**config.mk**
```make
export PLATFORM = sky130hd
export DESIGN_NAME = fizzbuzz_seq_ctrl_flat
export DESIGN_NICKNAME = d
export VERILOG_FILES = /design/src/rtl/fizzbuzz_pkg.sv /design/src/rtl/fizzbuzz_seq_ctrl_if.sv /design/src/rtl/fizzbuzz_ref_chk.sv /design/src/rtl/fizzbuzz_seq_ctrl.sv /design/src/flat_wrapper.sv
export SDC_FILE = /design/constraint.sdc
export NUM_CORES = 1
export LEC_CHECK = 0
export ABC_AREA = 1
export CAP_MARGIN = 20
export CORE_UTILIZATION = 42
export CTS_CLUSTER_DIAMETER = 100
export DETAILED_ROUTE_END_ITERATION = 12
export HOLD_SLACK_MARGIN = 0.08
export PLACE_DENSITY = 0.68
export SLEW_MARGIN = 0
export SYNTH_ARGS = -nofsm -noshare
export SYNTH_HDL_FRONTEND = slang
export SYNTH_SLANG_ARGS = --single-unit
```
**constraint.sdc**
```tcl
create_clock -name clk -period 2.1 [get_ports clk]
set_input_delay 0.21 -clock clk [delete_from_list [all_inputs] [get_ports clk]]
set_output_delay 0.21 -clock clk [all_outputs]
set_load 0.005 [all_outputs]
```
**src/rtl/fizzbuzz_pkg.sv**
```systemverilog
// Shared types and default constants for the FizzBuzz run controller and its checker.
package fizzbuzz_pkg;

   localparam int FB_MAX_CYCLES = 30;
   localparam int FB_RST_CYCLES = 2;
   localparam int FB_MODEL_LAT  = 2;

   typedef enum logic [2:0] {
      IDLE,
      RST,
      WARM,
      RUN,
      DONE
   } fb_state_t;

   typedef enum logic [1:0] {
      NONE,
      FIZZ,
      BUZZ,
      FIZZBUZZ
   } fb_class_t;

   // Collapse the model's three flags into one class; fizzbuzz wins over fizz over buzz.
   function automatic fb_class_t fb_classify(input logic fz, input logic bz, input logic fb);
      if (fb)      return FIZZBUZZ;
      else if (fz) return FIZZ;
      else if (bz) return BUZZ;
      return NONE;
   endfunction

   // Class the reference expects for an index, given its residues mod 3 and mod 5.
   function automatic fb_class_t fb_expect(input logic [1:0] m3, input logic [2:0] m5);
      if (m3 == 2'd0 && m5 == 3'd0) return FIZZBUZZ;
      else if (m3 == 2'd0)          return FIZZ;
      else if (m5 == 3'd0)          return BUZZ;
      return NONE;
   endfunction

endpackage

```
**src/rtl/fizzbuzz_seq_ctrl_if.sv**
```systemverilog
// Host/model-facing signal bundle of the run controller; slave = controller, master = host + model.
interface fizzbuzz_seq_ctrl_if #(
   parameter int LEN_W = $clog2(fizzbuzz_pkg::FB_MAX_CYCLES + 1)
);
   logic             start;
   logic [LEN_W-1:0] len;
   logic             abort;
   logic             fizz;
   logic             buzz;
   logic             fizzbuzz;
   logic             model_resetn;
   logic             busy;
   logic             out_valid;
   logic [LEN_W-1:0] out_idx;
   logic             done;
   logic             aborted;
   logic [LEN_W-1:0] fizz_cnt;
   logic [LEN_W-1:0] buzz_cnt;
   logic [LEN_W-1:0] fb_cnt;
   logic             err;
   logic [LEN_W-1:0] err_idx;

   modport master (
      output start, len, abort, fizz, buzz, fizzbuzz,
      input  model_resetn, busy, out_valid, out_idx, done, aborted,
             fizz_cnt, buzz_cnt, fb_cnt, err, err_idx
   );

   modport slave (
      input  start, len, abort, fizz, buzz, fizzbuzz,
      output model_resetn, busy, out_valid, out_idx, done, aborted,
             fizz_cnt, buzz_cnt, fb_cnt, err, err_idx
   );
endinterface

```
**src/rtl/fizzbuzz_ref_chk.sv**
```systemverilog
// Reference checker: tracks out_idx mod 3 / mod 5 and latches the first index whose model flags disagree.
module fizzbuzz_ref_chk
   import fizzbuzz_pkg::*;
#(
   parameter int LEN_W = 5
) (
   input  logic             clk,
   input  logic             resetn_tb,
   input  logic             clr,
   input  logic             out_valid,
   input  logic [LEN_W-1:0] out_idx,
   input  logic             fizz,
   input  logic             buzz,
   input  logic             fizzbuzz,
   output logic             err,
   output logic [LEN_W-1:0] err_idx
);

   logic [1:0] m3;
   logic [2:0] m5;
   fb_class_t  exp_cls;
   logic       miss;

   // Outside a valid burst the residues park at index 1's values, so every burst starts aligned.
   always_ff @(posedge clk or negedge resetn_tb) begin
      if (!resetn_tb) begin
         m3 <= 2'd1;
         m5 <= 3'd1;
      end else if (out_valid) begin
         m3 <= (m3 == 2'd2) ? 2'd0 : m3 + 2'd1;
         m5 <= (m5 == 3'd4) ? 3'd0 : m5 + 3'd1;
      end else begin
         m3 <= 2'd1;
         m5 <= 3'd1;
      end
   end

   assign exp_cls = fb_expect(m3, m5);
   assign miss    = out_valid &&
                    ({fizzbuzz, fizz, buzz} !=
                     {exp_cls == FIZZBUZZ, exp_cls == FIZZ, exp_cls == BUZZ});

   always_ff @(posedge clk or negedge resetn_tb) begin
      if (!resetn_tb) begin
         err     <= 1'b0;
         err_idx <= '0;
      end else if (clr) begin
         err     <= 1'b0;
         err_idx <= '0;
      end else if (miss && !err) begin
         err     <= 1'b1;
         err_idx <= out_idx;
      end
   end

endmodule

```
**src/rtl/fizzbuzz_seq_ctrl.sv**
```systemverilog
// Run controller for the FizzBuzz model: drives model reset, qualifies outputs, keeps tallies.
// Define FIZZBUZZ_CHECK_EN to compile in the reference checker (err/err_idx otherwise tied to 0).
module fizzbuzz_seq_ctrl
   import fizzbuzz_pkg::*;
#(
   parameter int MAX_CYCLES = FB_MAX_CYCLES,
   parameter int RST_CYCLES = FB_RST_CYCLES,
   parameter int MODEL_LAT  = FB_MODEL_LAT,
   parameter int LEN_W      = $clog2(MAX_CYCLES + 1)
) (
   input logic                clk,
   input logic                resetn_tb,
   fizzbuzz_seq_ctrl_if.slave bus
);

   localparam logic [LEN_W-1:0] RST_LD  = LEN_W'(RST_CYCLES - 1);
   localparam logic [LEN_W-1:0] LAT_LD  = LEN_W'(MODEL_LAT - 1);
   localparam logic [LEN_W-1:0] MAX_LEN = LEN_W'(MAX_CYCLES);
   localparam logic [LEN_W-1:0] ONE     = LEN_W'(1);

   fb_state_t        state, state_nxt;
   logic [LEN_W-1:0] cnt, cnt_nxt;
   logic [LEN_W-1:0] eff_len, eff_len_nxt;
   logic             go, kill;

   logic             mres_q, busy_q, vld_q, done_q, abd_q;
   logic [LEN_W-1:0] idx_q;
   logic             mres_nxt, busy_nxt, vld_nxt, done_nxt, abd_nxt;
   logic [LEN_W-1:0] idx_nxt;
   logic [LEN_W-1:0] fz_q, bz_q, fb_q;
   logic             err_q;
   logic [LEN_W-1:0] err_idx_q;

   assign go   = (state == IDLE) && bus.start;
   assign kill = bus.abort && (state inside {RST, WARM, RUN});

   always_ff @(posedge clk or negedge resetn_tb) begin
      if (!resetn_tb) begin
         state   <= IDLE;
         cnt     <= '0;
         eff_len <= '0;
      end else begin
         state   <= state_nxt;
         cnt     <= cnt_nxt;
         eff_len <= eff_len_nxt;
      end
   end

   // One down-counter times RST, WARM and RUN; it is reloaded on each phase change.
   always_comb begin
      state_nxt   = state;
      cnt_nxt     = cnt;
      eff_len_nxt = eff_len;
      unique case (state)
         IDLE: begin
            if (bus.start) begin
               if (bus.len == '0) begin
                  state_nxt = DONE;
               end else begin
                  state_nxt   = RST;
                  cnt_nxt     = RST_LD;
                  eff_len_nxt = (bus.len > MAX_LEN) ? MAX_LEN : bus.len;
               end
            end
         end
         RST: begin
            if (bus.abort) state_nxt = DONE;
            else if (cnt == '0) begin
               state_nxt = WARM;
               cnt_nxt   = LAT_LD;
            end else cnt_nxt = cnt - ONE;
         end
         WARM: begin
            if (bus.abort) state_nxt = DONE;
            else if (cnt == '0) begin
               state_nxt = RUN;
               cnt_nxt   = eff_len - ONE;
            end else cnt_nxt = cnt - ONE;
         end
         RUN: begin
            if (bus.abort || cnt == '0) state_nxt = DONE;
            else cnt_nxt = cnt - ONE;
         end
         DONE:    state_nxt = IDLE;
         default: state_nxt = IDLE;
      endcase
   end

   // Outputs are decoded from the next state so the registered copies line up with the state.
   always_comb begin
      mres_nxt = (state_nxt == WARM) || (state_nxt == RUN);
      busy_nxt = (state_nxt != IDLE);
      vld_nxt  = (state_nxt == RUN);
      done_nxt = (state_nxt == DONE);
      abd_nxt  = kill;
      idx_nxt  = '0;
      if (state_nxt == RUN) idx_nxt = (state == RUN) ? idx_q + ONE : ONE;
   end

   always_ff @(posedge clk or negedge resetn_tb) begin
      if (!resetn_tb) begin
         mres_q <= 1'b0;
         busy_q <= 1'b0;
         vld_q  <= 1'b0;
         idx_q  <= '0;
         done_q <= 1'b0;
         abd_q  <= 1'b0;
      end else begin
         mres_q <= mres_nxt;
         busy_q <= busy_nxt;
         vld_q  <= vld_nxt;
         idx_q  <= idx_nxt;
         done_q <= done_nxt;
         abd_q  <= abd_nxt;
      end
   end

   always_ff @(posedge clk or negedge resetn_tb) begin
      if (!resetn_tb) begin
         fz_q <= '0;
         bz_q <= '0;
         fb_q <= '0;
      end else if (go) begin
         fz_q <= '0;
         bz_q <= '0;
         fb_q <= '0;
      end else if (vld_q) begin
         unique case (fb_classify(bus.fizz, bus.buzz, bus.fizzbuzz))
            FIZZBUZZ: fb_q <= fb_q + ONE;
            FIZZ:     fz_q <= fz_q + ONE;
            BUZZ:     bz_q <= bz_q + ONE;
            default:  ;
         endcase
      end
   end

`ifdef FIZZBUZZ_CHECK_EN
   fizzbuzz_ref_chk #(
      .LEN_W(LEN_W)
   ) u_chk (
      .clk       (clk),
      .resetn_tb (resetn_tb),
      .clr       (go),
      .out_valid (vld_q),
      .out_idx   (idx_q),
      .fizz      (bus.fizz),
      .buzz      (bus.buzz),
      .fizzbuzz  (bus.fizzbuzz),
      .err       (err_q),
      .err_idx   (err_idx_q)
   );
`else
   assign err_q     = 1'b0;
   assign err_idx_q = '0;
`endif

   assign bus.model_resetn = mres_q;
   assign bus.busy         = busy_q;
   assign bus.out_valid    = vld_q;
   assign bus.out_idx      = idx_q;
   assign bus.done         = done_q;
   assign bus.aborted      = abd_q;
   assign bus.fizz_cnt     = fz_q;
   assign bus.buzz_cnt     = bz_q;
   assign bus.fb_cnt       = fb_q;
   assign bus.err          = err_q;
   assign bus.err_idx      = err_idx_q;

endmodule

```
**src/flat_wrapper.sv**
```systemverilog
// flat-port wrapper written by rule: the top's interface ports become plain ports
module fizzbuzz_seq_ctrl_flat import fizzbuzz_pkg::*;
#(
   parameter int MAX_CYCLES = FB_MAX_CYCLES,
   parameter int RST_CYCLES = FB_RST_CYCLES,
   parameter int MODEL_LAT  = FB_MODEL_LAT,
   parameter int LEN_W      = $clog2(MAX_CYCLES + 1)
)
  (clk, resetn_tb, bus_start, bus_len, bus_abort, bus_fizz, bus_buzz, bus_fizzbuzz, bus_model_resetn, bus_busy, bus_out_valid, bus_out_idx, bus_done, bus_aborted, bus_fizz_cnt, bus_buzz_cnt, bus_fb_cnt, bus_err, bus_err_idx);
  fizzbuzz_seq_ctrl_if #(.LEN_W(LEN_W)) bus_i ();
  input logic clk;
  input logic resetn_tb;
  input wire logic [$bits(bus_i.start)-1:0] bus_start;
  input wire logic [$bits(bus_i.len)-1:0] bus_len;
  input wire logic [$bits(bus_i.abort)-1:0] bus_abort;
  input wire logic [$bits(bus_i.fizz)-1:0] bus_fizz;
  input wire logic [$bits(bus_i.buzz)-1:0] bus_buzz;
  input wire logic [$bits(bus_i.fizzbuzz)-1:0] bus_fizzbuzz;
  output wire logic [$bits(bus_i.model_resetn)-1:0] bus_model_resetn;
  output wire logic [$bits(bus_i.busy)-1:0] bus_busy;
  output wire logic [$bits(bus_i.out_valid)-1:0] bus_out_valid;
  output wire logic [$bits(bus_i.out_idx)-1:0] bus_out_idx;
  output wire logic [$bits(bus_i.done)-1:0] bus_done;
  output wire logic [$bits(bus_i.aborted)-1:0] bus_aborted;
  output wire logic [$bits(bus_i.fizz_cnt)-1:0] bus_fizz_cnt;
  output wire logic [$bits(bus_i.buzz_cnt)-1:0] bus_buzz_cnt;
  output wire logic [$bits(bus_i.fb_cnt)-1:0] bus_fb_cnt;
  output wire logic [$bits(bus_i.err)-1:0] bus_err;
  output wire logic [$bits(bus_i.err_idx)-1:0] bus_err_idx;
  assign bus_i.start = bus_start;
  assign bus_i.len = bus_len;
  assign bus_i.abort = bus_abort;
  assign bus_i.fizz = bus_fizz;
  assign bus_i.buzz = bus_buzz;
  assign bus_i.fizzbuzz = bus_fizzbuzz;
  assign bus_model_resetn = bus_i.model_resetn;
  assign bus_busy = bus_i.busy;
  assign bus_out_valid = bus_i.out_valid;
  assign bus_out_idx = bus_i.out_idx;
  assign bus_done = bus_i.done;
  assign bus_aborted = bus_i.aborted;
  assign bus_fizz_cnt = bus_i.fizz_cnt;
  assign bus_buzz_cnt = bus_i.buzz_cnt;
  assign bus_fb_cnt = bus_i.fb_cnt;
  assign bus_err = bus_i.err;
  assign bus_err_idx = bus_i.err_idx;
  fizzbuzz_seq_ctrl #(.MAX_CYCLES(MAX_CYCLES), .RST_CYCLES(RST_CYCLES), .MODEL_LAT(MODEL_LAT), .LEN_W(LEN_W)) u_core (.clk(clk), .resetn_tb(resetn_tb), .bus(bus_i));
endmodule
```
Word-level counts from Yosys, hierarchy flattened --
Cells that the tools add are included.
Storage, ports and cells: input bits 12, word-level logic and storage cells 92, output and inout port bits 31, register bits 38
Cells by class: equal/unequal tests 14, reduce and logical (&&, ||, !) cells 19, multiplexer cells 39, magnitude comparators 1, $add $sub $neg 6, bitwise logic cells 1
Operators by type and width (count):
- two-way mux 5 bit | 19
- two-way mux 3 bit | 7
- adder 5 x 1 -> 5 bit, second input constant | 4
- one-hot mux 5 bit (4 select lines) | 1
- == test 3 x 2 -> 1 bit, second input constant | 4
- two-way mux 2 bit | 6
- one-hot mux 3 bit (4 select lines) | 1
- zero test 5 bit | 2
- inequality test 2 bit, second input constant | 5
- subtractor 5 x 1 -> 5 bit, second input constant | 2
- nonzero test 2 bit | 4
- AND reduction 2 bit | 3
- AND reduction 6 bit | 1
- nonzero test 3 bit | 2
- > comparator 5 bit, second input constant | 1
- two-way mux 1 bit | 5
- == test 2 bit, second input constant | 2
- nonzero test 4 bit | 1
- == test 3 x 1 -> 1 bit, second input constant | 1
- == test 3 bit, second input constant | 1
- zero test 3 bit | 1
- AND reduction 3 bit | 1
- == test 2 x 1 -> 1 bit, second input constant | 1
- logical AND 1 bit | 2
- 2 further kinds | 3

Logic depth before layout (Yosys ltp) --
depth in word-level cells 12, depth in mapped cells 9, gate-level depth less buffers 9

Worst setup path after synthesis --
Ideal clock, no wire load.
kind register -> register, from register u_core.cnt[0], to register u_core.state[0], arrival 1.216 ns, setup slack 0.759 ns, path buffers 0, required time 1.974 ns, cell stages (with the launch flop) 10, clock period less this slack 1.341 ns, library setup time 0.126 ns, path through dfrtp_1 inv_1 ha_1 nand3_2 nand2_1 inv_1 nand2_2 o21ai_4 inv_2 nand3_1
Between the ends: longest elaborated chain between the ends 4, elaborated cells between the ends (all ways) 8, those cells by class mux: 6; reduce/logical: 2
RTL lines:
- start: declaration | line fizzbuzz_seq_ctrl.sv:22 | logic [LEN_W-1:0] cnt, cnt_nxt;
- start signal: assignment | line fizzbuzz_seq_ctrl.sv:44 | cnt <= cnt_nxt;
- zero test 5 bit * | line fizzbuzz_seq_ctrl.sv:68, fizzbuzz_seq_ctrl.sv:75, fizzbuzz_seq_ctrl.sv:81
- two-way mux 3 bit, or another cell as far along | line fizzbuzz_seq_ctrl.sv:75 | else if (cnt == '0) begin
- two-way mux 3 bit, on equally long branches | line fizzbuzz_seq_ctrl.sv:74, fizzbuzz_seq_ctrl.sv:67, fizzbuzz_seq_ctrl.sv:81
- one-hot mux 3 bit (4 select lines) * | line fizzbuzz_seq_ctrl.sv:54 | unique case (state)
- named net u_core.state_nxt[0] | line fizzbuzz_seq_ctrl.sv:21 | fb_state_t state, state_nxt;
- end signal: assignment | line fizzbuzz_seq_ctrl.sv:43 | state <= state_nxt;
- end: declaration | line fizzbuzz_seq_ctrl.sv:21
The timed path passes the listed nets; every way through them passes the cells marked *. A chain may end at the register's enable or synchronous reset.

Final worst setup path --
from register u_core.state[0], to register u_core.eff_len[0]
Between the ends: longest elaborated chain between the ends 2
RTL lines:
- zero test 3 bit | line fizzbuzz_seq_ctrl.sv:54
- AND reduction 3 bit (no source line)
- end signal: assignment | line fizzbuzz_seq_ctrl.sv:45 | eff_len <= eff_len_nxt;
- end: declaration | line fizzbuzz_seq_ctrl.sv:23 | logic [LEN_W-1:0] eff_len, eff_len_nxt;
Every way passes these cells.

==> results.md <==
- Status: completed
- Sw frac: 37.5%
- Unrepaired setup endpoints after global routing: no
- Max_cap viols: 0
- Nets@finish: 310
- GRT Total Usage: 16.9%
- Hold Vio Cnt, Final: 0
- Pre-antenna DRT Iters: 4
- Hold WC Path Type: reg2reg
- 1st-iter DRT viols: 37
- Clock group share of total power: 23.6%
- Top delay family on crit path: simple AND/OR/NAND/NOR gates
- GRT Max-Usage Layer: met2
- Top Ports: 43
- Die area: 5220 sq um
- Die Y: 72.2 um
- Largest net degree at the start of global routing: 39
- Slew margin rel.: 44.1%
- Post-route ant nets: 0
- Number of flops mapped to enable cells by yosys: 0
- Crit share post-route: 77.0%
- Top FF cell, synth: dfrtp_1
- Chip width: 72.2 um
- Clock buffer depth: 2
- Share of layout cells above drive strength 1: 12.3%
- Routed len/inst: 11.0 um
- Crit path max-delay cell type: dfrtp_1
- Core area: 4720 sq um
- Most common cell on crit path: inv_2
- Routability Congestion: 0.823
- CTS Buf Count: 5
- Post-CTS setup buffer count: 0
- # clock sinks: 38
- CTS root buf: clkbuf_8
- FFs w/ async S/R, synth: 100%
- LEAKAGE: 1.28 nW
- Sequential share of power: 33.9%
- Mapped Avg Cell Area: 8.28 sq um
- Leading area contributor after synthesis: dfrtp_1
- Starting Density: 43.8%
- GR Overflow Total: 0
- Insertion delay to the later sink of the worst-skew pair: 0.29 ns
- Met2 usage: 27.4%
- Crit-path max cell delay: 0.44 ns
- Met3 GRT Util: 4.58%
- Rows: 25
- Detailed-route via count: 1722
- Logic pwr share: 42.5%
- Achievable Freq: 618 MHz
- Global-route track usage on met1: 22.8%
- Seq cells post-synth: 38
- Critical path class: reg2reg
- Cts hold-fix bufs: 1
- DRC: 0
- CTS clock-pin slew for the worst setup and hold paths: 0.08 ns
- Count leader, synth: nand2_1
- Global-route wire length before repair: 6880 um
- Worst setup SP type: register
- CTS tree: done
- Seq/Total Area, Yosys: 45.9%
- Psw: 1.22 mW
- Internal: 2.04 mW
- Most frequent cells after synthesis: nand2_1, dfrtp_1, nand3_1
- Fin crit period: 1.62 ns
- Peak VDD IR: 0.515 mV
- H-tree depth: 2
- Area Growth Syn to Fin: 27.4%
- Gate Count Post-Synth: 250
- Setup TNS Final: 0 ns
- CP endpoint kind: register
- Vias per inst: 4.78
- Fin. max-slew vios: 0
- Crit-path cells: nor3_2 -> nand2_1 -> inv_2 -> nand2_2 -> inv_2 -> nand3_1 -> o21ai_0
- Power Density: 1240 nW/um^2
- Worst path arrival time: 1.83 ns
- Clock Skew: 0.00962 ns
- Crit-path max FO: 10
- Worst Path Buf+Inv: 2
- Share of the synthesized area in the top cell type: 45.9%
- Mapped cell area: 2070 sq um
- Synthesis Warnings: 0
- Worst-margin pin slew: 0.839 ns
- Routed WL: 3970 um
- Synth cell types: 29
- Cells taking the most area after synthesis: dfrtp_1, nand2_1, nand3_1, inv_1, nor2_1
- Post-CTS resize count: 0
- Initial antenna violation count: 0
- IO Port Bufs: 36
- Required time worst endpoint: 2.32 ns
- HPWL after DPL: 2950 um
- ANT cells: 0
- Final-report setup violation count: 0
- Worst Hold Margin: 0.508 ns
- Vias in the first global route: 1548
==> cells in the final DEF (no fill, tap or decap), types with 4 or more instances in the layout <==
cell	n
a21oi_1	7
xor2_1	7
nand2_1	53
clkdlybuf4s50_1	35
nand3_1	30
inv_1	24
conb_1	6
ha_1	6
o21ai_1	5
o21ai_0	12
nand4_1	5
inv_2	7
xnor2_1	4
nor2_1	21
nand2_2	7
dfrtp_1	38
clkbuf_8	6
==> metal layers <==
| metal | share of wire (%) | wire (um) |
|---|---|---|
| met1 | 49 | 1940 |
| met2 | 47 | 1850 |
| met3 | 3.6 | 143 |
| met4 | 0.91 | 36 |
| met5 | 0 | 0 |
==> logic make-up (layout without fill, tap and decap cells) <==
kind of cell	Yosys count	after routing	share of synthesized area (%)
adder cells (fa/ha/maj)	6	6	3.63
AND/OR/NAND/NOR	125	125	28.3
XOR/XNOR	11	11	4.65
other	1	6	0.181
buffers and inverters	39	77	8.70
flip-flops	38	38	45.9
AO/OA/AOI/OAI	30	30	8.64
==> stage by stage <==
| step | cell area [sq um] | utilization, % | cells | setup WS (ns) | power [mW] |
|---|---|---|---|---|---|
| after floorplan | 2090 | - | 255 | 0.759 | 2.05 |
| after global placement | 2480 | 52.6 | 351 | 0.405 | 2.49 |
| after detailed placement | 2480 | 52.6 | 351 | 0.415 | 2.51 |
| after CTS | 2640 | 55.8 | 360 | 0.464 | 3.29 |
| after global routing | 2640 | 55.8 | 360 | 0.265 | 3.54 |
| final | 2640 | 55.8 | 360 | 0.482 | 3.27 |
==> layout make-up <==
cell class              instances  area (sq um)
clock buffers                   6          82.6
multi-input cells             178           958
inverters                      31           116
clock inverters                 2          60.1
repair buffers                 38           385
well taps                      67          83.8
flip-flops and latches         38           951
fillers                       436          2090
==> registers in the layout (all words and copies together), names as in the netlist <==
register	count
u_core.bus.busy	1
u_core.state	3
u_core.eff_len	5
u_core.bus.fb_cnt	5
u_core.bus.fizz_cnt	5
u_core.bus.out_idx	5
u_core.bus.done	1
u_core.bus.aborted	1
u_core.bus.buzz_cnt	5
u_core.bus.model_resetn	1
u_core.cnt	5
u_core.bus.out_valid	1
==> power by group through the flow <==
stage	Sequential (mW)	Combinational, mW	Clock, mW
2_1_floorplan	1.10	0.948	0
3_5_place_dp	1.13	1.39	0
5_1_grt	1.14	1.58	0.813
3_3_place_gp	1.12	1.37	0
6_report	1.11	1.39	0.771
4_1_cts	1.11	1.40	0.783
==> worst paths after layout <==
check                                 startpoint                      to  slack, ns  cells past startpoint
hold reg to reg            u_core.bus.out_idx[0]   u_core.bus.out_idx[0]       0.51                      1
setup / recovery                 u_core.state[0]       u_core.eff_len[0]       0.48                      7
hold / removal             u_core.bus.out_idx[0]   u_core.bus.out_idx[0]       0.51                      1
min in group asynchronous              resetn_tb   u_core.bus.out_idx[2]       0.55                      2
setup reg to reg                 u_core.state[0]       u_core.eff_len[0]       0.48                      7
max in group asynchronous              resetn_tb  u_core.bus.fizz_cnt[2]       1.01                      2
No activity file was read; power rests on OpenSTA's default activity.
